--- config.mk ---
export PLATFORM = sky130hd
export DESIGN_NAME = mem_arbiter
export DESIGN_NICKNAME = d
export VERILOG_FILES = /design/src/rtl/mem_arbiter_pkg.sv /design/src/rtl/mem_arbiter.sv
export SDC_FILE = /design/constraint.sdc
export NUM_CORES = 1
export LEC_CHECK = 0
export CAP_MARGIN = 25
export CORE_ASPECT_RATIO = 0.7
export CORE_MARGIN = 8
export CORE_UTILIZATION = 36
export CTS_CLUSTER_SIZE = 8
export DETAILED_ROUTE_END_ITERATION = 7
export PLACE_DENSITY = 0.95
export RECOVER_POWER = 100
export SLEW_MARGIN = 20
export SYNTH_ARGS = -nofsm -noshare
export SYNTH_HDL_FRONTEND = slang
export SYNTH_SLANG_ARGS = --single-unit
export TNS_END_PERCENT = 100
--- constraint.sdc ---
create_clock -name clk -period 4.8 [get_ports clk]
set_input_delay 1.44 -clock clk [delete_from_list [all_inputs] [get_ports clk]]
set_output_delay 1.44 -clock clk [all_outputs]
set_load 0.02 [all_outputs]
--- src/rtl/mem_arbiter_pkg.sv ---
// Shared definitions for the memory arbiter: default widths, FSM state
// encoding and the requester identifier used by the round-robin pointer.
package mem_arbiter_pkg;

    localparam int ADDR_W_DEF = 7;
    localparam int DATA_W_DEF = 32;

    typedef enum logic [1:0] {
        RUN   = 2'd0,
        DRAIN = 2'd1,
        BOOT  = 2'd2
    } arbState_t;

    typedef enum logic {
        SIDE_CPU = 1'b0,
        SIDE_LD  = 1'b1
    } side_t;

endpackage

--- src/rtl/mem_arbiter.sv ---
// Single-port memory arbiter between the processor and the program loader,
// with a loader-exclusive boot mode that drains outstanding reads first.
module mem_arbiter
    import mem_arbiter_pkg::*;
#(
    parameter int ADDR_W = ADDR_W_DEF,
    parameter int DATA_W = DATA_W_DEF
) (
    input  logic              clk,
    input  logic              rst,
    input  logic              boot,
    input  logic              cpu_req,
    input  logic              cpu_we,
    input  logic [ADDR_W-1:0] cpu_addr,
    input  logic [DATA_W-1:0] cpu_wdata,
    output logic              cpu_gnt,
    output logic              cpu_rvalid,
    output logic [DATA_W-1:0] cpu_rdata,
    input  logic              ld_req,
    input  logic              ld_we,
    input  logic [ADDR_W-1:0] ld_addr,
    input  logic [DATA_W-1:0] ld_wdata,
    output logic              ld_gnt,
    output logic              ld_rvalid,
    output logic [DATA_W-1:0] ld_rdata,
    output logic [ADDR_W-1:0] mem_addr,
    output logic [DATA_W-1:0] mem_wdata,
    output logic              mem_we,
    input  logic [DATA_W-1:0] mem_rdata,
    output logic              cpu_stall
);

    arbState_t         state;
    side_t             lastWinner;
    side_t             readTag;
    logic              readPend;
    logic [ADDR_W-1:0] addrHold;
    logic [DATA_W-1:0] wdataHold;
    logic              cpuWin;
    logic              ldWin;
    logic              readOut;

    always_comb begin
        cpuWin = 1'b0;
        ldWin  = 1'b0;
        if (!rst) begin
            case (state)
                RUN: begin
                    if (cpu_req && ld_req) begin
                        cpuWin = (lastWinner == SIDE_LD);
                        ldWin  = (lastWinner == SIDE_CPU);
                    end else begin
                        cpuWin = cpu_req;
                        ldWin  = ld_req;
                    end
                end
                DRAIN, BOOT: ldWin = ld_req;
                default: ;
            endcase
        end
    end

    // The hold registers are only cleared at the end of the first reset
    // cycle, so reset also forces the port to zero combinationally.
    always_comb begin
        mem_we    = 1'b0;
        mem_addr  = addrHold;
        mem_wdata = wdataHold;
        if (rst) begin
            mem_addr  = '0;
            mem_wdata = '0;
        end else if (cpuWin) begin
            mem_we    = cpu_we;
            mem_addr  = cpu_addr;
            mem_wdata = cpu_wdata;
        end else if (ldWin) begin
            mem_we    = ld_we;
            mem_addr  = ld_addr;
            mem_wdata = ld_wdata;
        end
    end

    assign cpu_gnt    = cpuWin;
    assign ld_gnt     = ldWin;
    assign readOut    = readPend && !rst;
    assign cpu_rvalid = readOut && (readTag == SIDE_CPU);
    assign ld_rvalid  = readOut && (readTag == SIDE_LD);
    assign cpu_rdata  = cpu_rvalid ? mem_rdata : '0;
    assign ld_rdata   = ld_rvalid ? mem_rdata : '0;
    assign cpu_stall  = !rst && (state != RUN);

    always_ff @(posedge clk) begin
        if (rst) begin
            state      <= RUN;
            lastWinner <= SIDE_LD;
            readTag    <= SIDE_CPU;
            readPend   <= 1'b0;
            addrHold   <= '0;
            wdataHold  <= '0;
        end else begin
            readPend <= (cpuWin && !cpu_we) || (ldWin && !ld_we);
            if (cpuWin || ldWin) begin
                lastWinner <= cpuWin ? SIDE_CPU : SIDE_LD;
                readTag    <= cpuWin ? SIDE_CPU : SIDE_LD;
                addrHold   <= mem_addr;
                wdataHold  <= mem_wdata;
            end
            case (state)
                RUN:     if (boot) state <= DRAIN;
                DRAIN: begin
                    if (!boot)          state <= RUN;
                    else if (!readPend) state <= BOOT;
                end
                BOOT:    if (!boot) state <= RUN;
                default: state <= RUN;
            endcase
        end
    end

endmodule

* After elaboration in Yosys (flattened, before gate mapping)
Index checks and enable logic that the tools add are counted.
** Operators by class
- Equality and inequality tests :: 5
- Multiplexer cells :: 23
- Reductions and logical operators :: 16
- Bitwise gates (word level) :: 2
** Operators with widths (number)
- $mux 32 :: 5
- $mux 7 :: 3
- $mux 1 :: 9
- $mux 2 :: 4
- $logic_and 1x1->1 :: 7
- $pmux 2 s3 :: 1
- $ne 2x2->1 const B :: 2
- $logic_not 1->1 :: 3
- $ne 3x3->1 const B :: 1
- $reduce_and 3->1 :: 1
- $eq 2x1->1 const B :: 1
- $eq 2x2->1 const B :: 1
- $logic_not 2->1 :: 1
- $logic_or 1x1->1 :: 2
- $not 1->1 :: 2
- $pmux 1 s2 :: 1
- $reduce_bool 2->1 :: 1
- $reduce_or 2->1 :: 1
** Word-level totals
- Word-level logic and storage cells :: 52
- Input bits :: 117
- Register bits :: 44
- Output and inout port bits :: 109

* Depth between registers and ports, before layout
- Depth in word-level cells :: 7
- Mapped depth :: 7
- Mapped depth without buffers :: 6

* Least setup slack after synthesis
OpenSTA, ideal clock, no wires.
- Path kind :: input port to output port
- From :: in ld_req
- To :: out mem_addr[0]
- Slack :: 706 ps
- Data required time :: 3360 ps
- Stages :: 5
- Data arrival time :: 2654 ps
- Path buffers :: 1
- Cell sequence :: inv_1 -> o211ai_2 -> clkbuf_1 -> nor2_1 -> a211oi_1
** Between the ends
- Longest elaborated chain between the ends :: 7
- Elaborated cells on any way between the ends :: 10
- Those cells by class :: mux: 9; reduce/logical: 1
** Ends and longest elaborated chain
- start: declaration :: RTL line mem_arbiter.sv:19 : input logic ld_req,
- $logic_and 1x1->1 :: RTL line mem_arbiter.sv:49 : if (cpu_req && ld_req) begin
- $mux 1 :: RTL line mem_arbiter.sv:49
- $pmux 1 s2 :: RTL line mem_arbiter.sv:47 : case (state)
- $mux 1 :: RTL line mem_arbiter.sv:46 : if (!rst) begin
- $mux 7 :: RTL line mem_arbiter.sv:76 : end else if (ldWin) begin
- $mux 7 * :: RTL line mem_arbiter.sv:72 : end else if (cpuWin) begin
- $mux 7 * :: RTL line mem_arbiter.sv:69 : if (rst) begin
- end: declaration :: RTL line mem_arbiter.sv:26 : output logic [ADDR_W-1:0] mem_addr,
Mark *: on every way between the ends. The rest lies on a longest branch, timed or not.

* Worst setup path after layout
- From :: in cpu_req
- To :: out mem_wdata[4]
** Between the ends
- Longest elaborated chain between the ends :: 7
- Elaborated cells on any way between the ends :: 10
- Those cells by class :: mux: 9; reduce/logical: 1
** Ends and longest elaborated chain
- start: declaration :: RTL line mem_arbiter.sv:12 : input logic cpu_req,
- $logic_and 1x1->1 :: RTL line mem_arbiter.sv:49
- $mux 1 :: RTL line mem_arbiter.sv:49
- $pmux 1 s2 :: RTL line mem_arbiter.sv:47
- $mux 1 :: RTL line mem_arbiter.sv:46
- $mux 32 :: RTL line mem_arbiter.sv:76
- $mux 32 * :: RTL line mem_arbiter.sv:72
- $mux 32 * :: RTL line mem_arbiter.sv:69
- end: declaration :: RTL line mem_arbiter.sv:27 : output logic [DATA_W-1:0] mem_wdata,
Marks and branches as above.

==> flow_summary.yaml <==
worst_setup_path:
  required_ns: 3.36
  startpoint_type: "primary input"
  crit_type: "primary input to primary output"
  worstPathMaxFanout: 13
  endpoint_kind: "primary output"
  critPathTopFamily: "buffers and inverters"
  cp_cell_sequence: "clkdlybuf4s50_1 > a21boi_2 > o21a_4 > buf_12 > a21oi_2 > a211oi_1 > dlygate4sd2_1"
  arrival_ns: 3.29
  crit_slowest_cell: "clkdlybuf4s50_1"
  slowest_delay_ns: 0.48
  cp_num_buf_inv: 3
global_route:
  grt_pass1_vias: 3963
  grt_antenna_before_repair: 0
  grt_pass1_wl_um: 20700
  grt_max_degree: 62
  track_usage_pct: 22.9
  grt_overflow_total: 0
sta:
  post-route-min-period_ns: 4.73
  min_period_over_period_pct: 98.6
  rsz0062_at_grt: "no"
  max_freq_ghz: 0.211
  slew_headroom_pct: 66.5
  clock_skew_ns: 0.00629
  final-hold-violation-count: 0
  fin_tns_setup_ns: 0
  worstMarginPinSlew_ns: 0.502
  setup_viol: 0
  slew_violations: 0
layout:
  layout_common_cells: "116 x clkdlybuf4s50_1, 79 x a211oi_1, 67 x dlygate4sd3_1, 64 x and2_1, 45 x nor2_1"
  nNetsFinal: 765
  register_area_um2: 881
  multi_input_comb_area_um2: 1840
  synthToLayoutAreaGrowth_pct: 101
  nFillCells: 577
  diodes: 0
  instances_no_fill: 745
  drive_gt1_share_pct: 18.3
  final_common_cell: "clkdlybuf4s50_1"
placed_design:
  io_buffers: 225
  hpwlAfterDp_um: 10800
  dp_cells: 737
  gp_congestion: 0.898
detailed_routing:
  drc: 0
  final_antenna_net_count: 0
  routed_wl_um: 13200
  drtIter0Drc: 217
  vias_per_cell: 5.01
  vias: 3732
  drt_first_pass_iters: 4
  drt-wirelength-per-cell_um: 17.8
clock_network:
  cts.reportedPaths.clkPinSlew_ns: 0.06
  clock_sinks: 44
  htreeDepth: 2
  root_buffer: "clkbuf_16"
  numCtsBuffers: 5
  cts_tree: "built"
  clk_latency_ns: 0.28
  post_cts.repair.setup_buffers: 0
  clock_path_buffers: 2
synth:
  syn_area_per_cell_um2: 7.75
  syn_inst: 372
  ys_seq_area_share_pct: 30.6
  synthesis.area_um2: 2880
  synth-seq-cells: 44
  synthDistinctLibCells: 28
  yosys_warnings: 0
  synth-edff-count: 0
  synth_ff_type: "dfxtp_1"
  syn_nets: 494
  async_flop_share_pct: 0
die:
  io_pins: 226
  core_area_um2: 7800
  dieHeight_um: 90.9
  initial_core_util_pct: 36.9
  chipWidth_um: 123
  rows: 27
  dieArea_um2: 11200
flow_run:
  cap_violations: 0
hold_path:
  hold_path.class: "flop to flop"
pwr:
  internal_power_w: 0.00154
  p_seq_share_pct: 20.6
  p_leak_nw: 2.56
  p_clk_share_pct: 15.3
  sw_frac_of_total_pct: 42.3
  p_per_area_nw_per_um2: 461
  p_comb_share_pct: 64.1
  finalPower_w: 0.00266
  ir_drop_mv: 0.242
  p_sw_w: 0.00113
outcome:
  status: "finished clean"
## cells by family (layout without fill, tap and decap cells)
| kind of cell | after synthesis | in the layout | synth area share (%) |
|---|---|---|---|
| simple gates | 157 | 157 | 26.5 |
| compound gates | 129 | 129 | 34.2 |
| flops | 44 | 44 | 30.6 |
| buf+inv | 36 | 308 | 6.25 |
| fa+ha+maj | 5 | 5 | 2.17 |
| mux | 1 | 1 | 0.347 |
## cells in the mapped netlist (4+ instances only)
cell      instances  share of area [%]
clkbuf_1         19                2.5
a211oi_1         79                 21
and2_1           64                 14
a21oi_2          28                8.5
ha_1              5                2.2
a21oi_1          14                2.4
buf_2             6                1.0
nand2_1          41                5.3
buf_6             4                1.6
dfxtp_1          44                 31
nor2_1           45                5.9
inv_1             4               0.52
## metal layers
metal | GRT usage [%] | share of wire (%) | vias up
met5 | 0 | 0 | -
li1 | - | - | 1857
met4 | 4.95 | 0.91 | 0
met1 | 24.4 | 38 | 1725
met2 | 42.3 | 52 | 139
met3 | 7.37 | 9.7 | 11
## what timing repair did
| action | in CTS | in global routing |
|---|---|---|
| gates resized for setup | 40 | 38 |
| hold buffers | 0 | 0 |
| setup endpoints to repair | 39 | 14 |
| hold endpoints to repair | 0 | 0 |
## stage by stage
step	hold slack [ns]	utilization (%)	setup slack [ns]	instance area, µm²
floorplan	0.450	-	0.706	2880
global placement	0.452	73.5	-0.168	5740
detailed placement	0.459	73.5	-0.251	5740
CTS	0.475	75.2	0.00485	5870
global route	0.491	74.1	0.00176	5780
finish	0.471	74.1	0.0667	5780
## area by class of cell
class	instances	share of cell area (%)
Tap cell	101	2.19
Inverter	4	0.260
Sequential cell	44	15.2
Clock buffer	6	2.40
Timing Repair Buffer	296	47.5
Multi-Input combinational cell	292	31.8
Clock inverter	2	0.671
## flip-flops by register name, indices dropped and copies added, names as in the netlist
name and count:
readTag 1, wdataHold 32, lastWinner 1, state 2, readPend 1, addrHold 7
## worst register-to-register path: cells and delay by family, from the launching register on
kind,cells,cell delay (ns)
compound gates,4,0.83
fa+ha+maj,1,0.33
buf+inv,3,0.46
flops,1,0.34
## worst paths after layout
kind,startpoint,endpoint,slack (ns),cells past startpoint
max,cpu_req,mem_wdata[4],0.07,7
min,addrHold[2]$_SDFFE_PP0P_,addrHold[2]$_SDFFE_PP0P_,0.47,2
max reg2reg,state[0]$_SDFFE_PP0P_,wdataHold[14]$_SDFFE_PP0P_,2.76,8
min reg2reg,addrHold[2]$_SDFFE_PP0P_,addrHold[2]$_SDFFE_PP0P_,0.47,2
## power groups by stage
stage	Combinational (W)	Clock, W	Sequential, W
after floorplan	0.000956	0	0.000539
after global placement	0.00177	0	0.000547
after detailed placement	0.00184	0	0.000554
after CTS	0.00176	0.000414	0.000548
after global routing	0.00185	0.000430	0.000558
final	0.00171	0.000407	0.000549
Power figures use the tool's default switching activity.
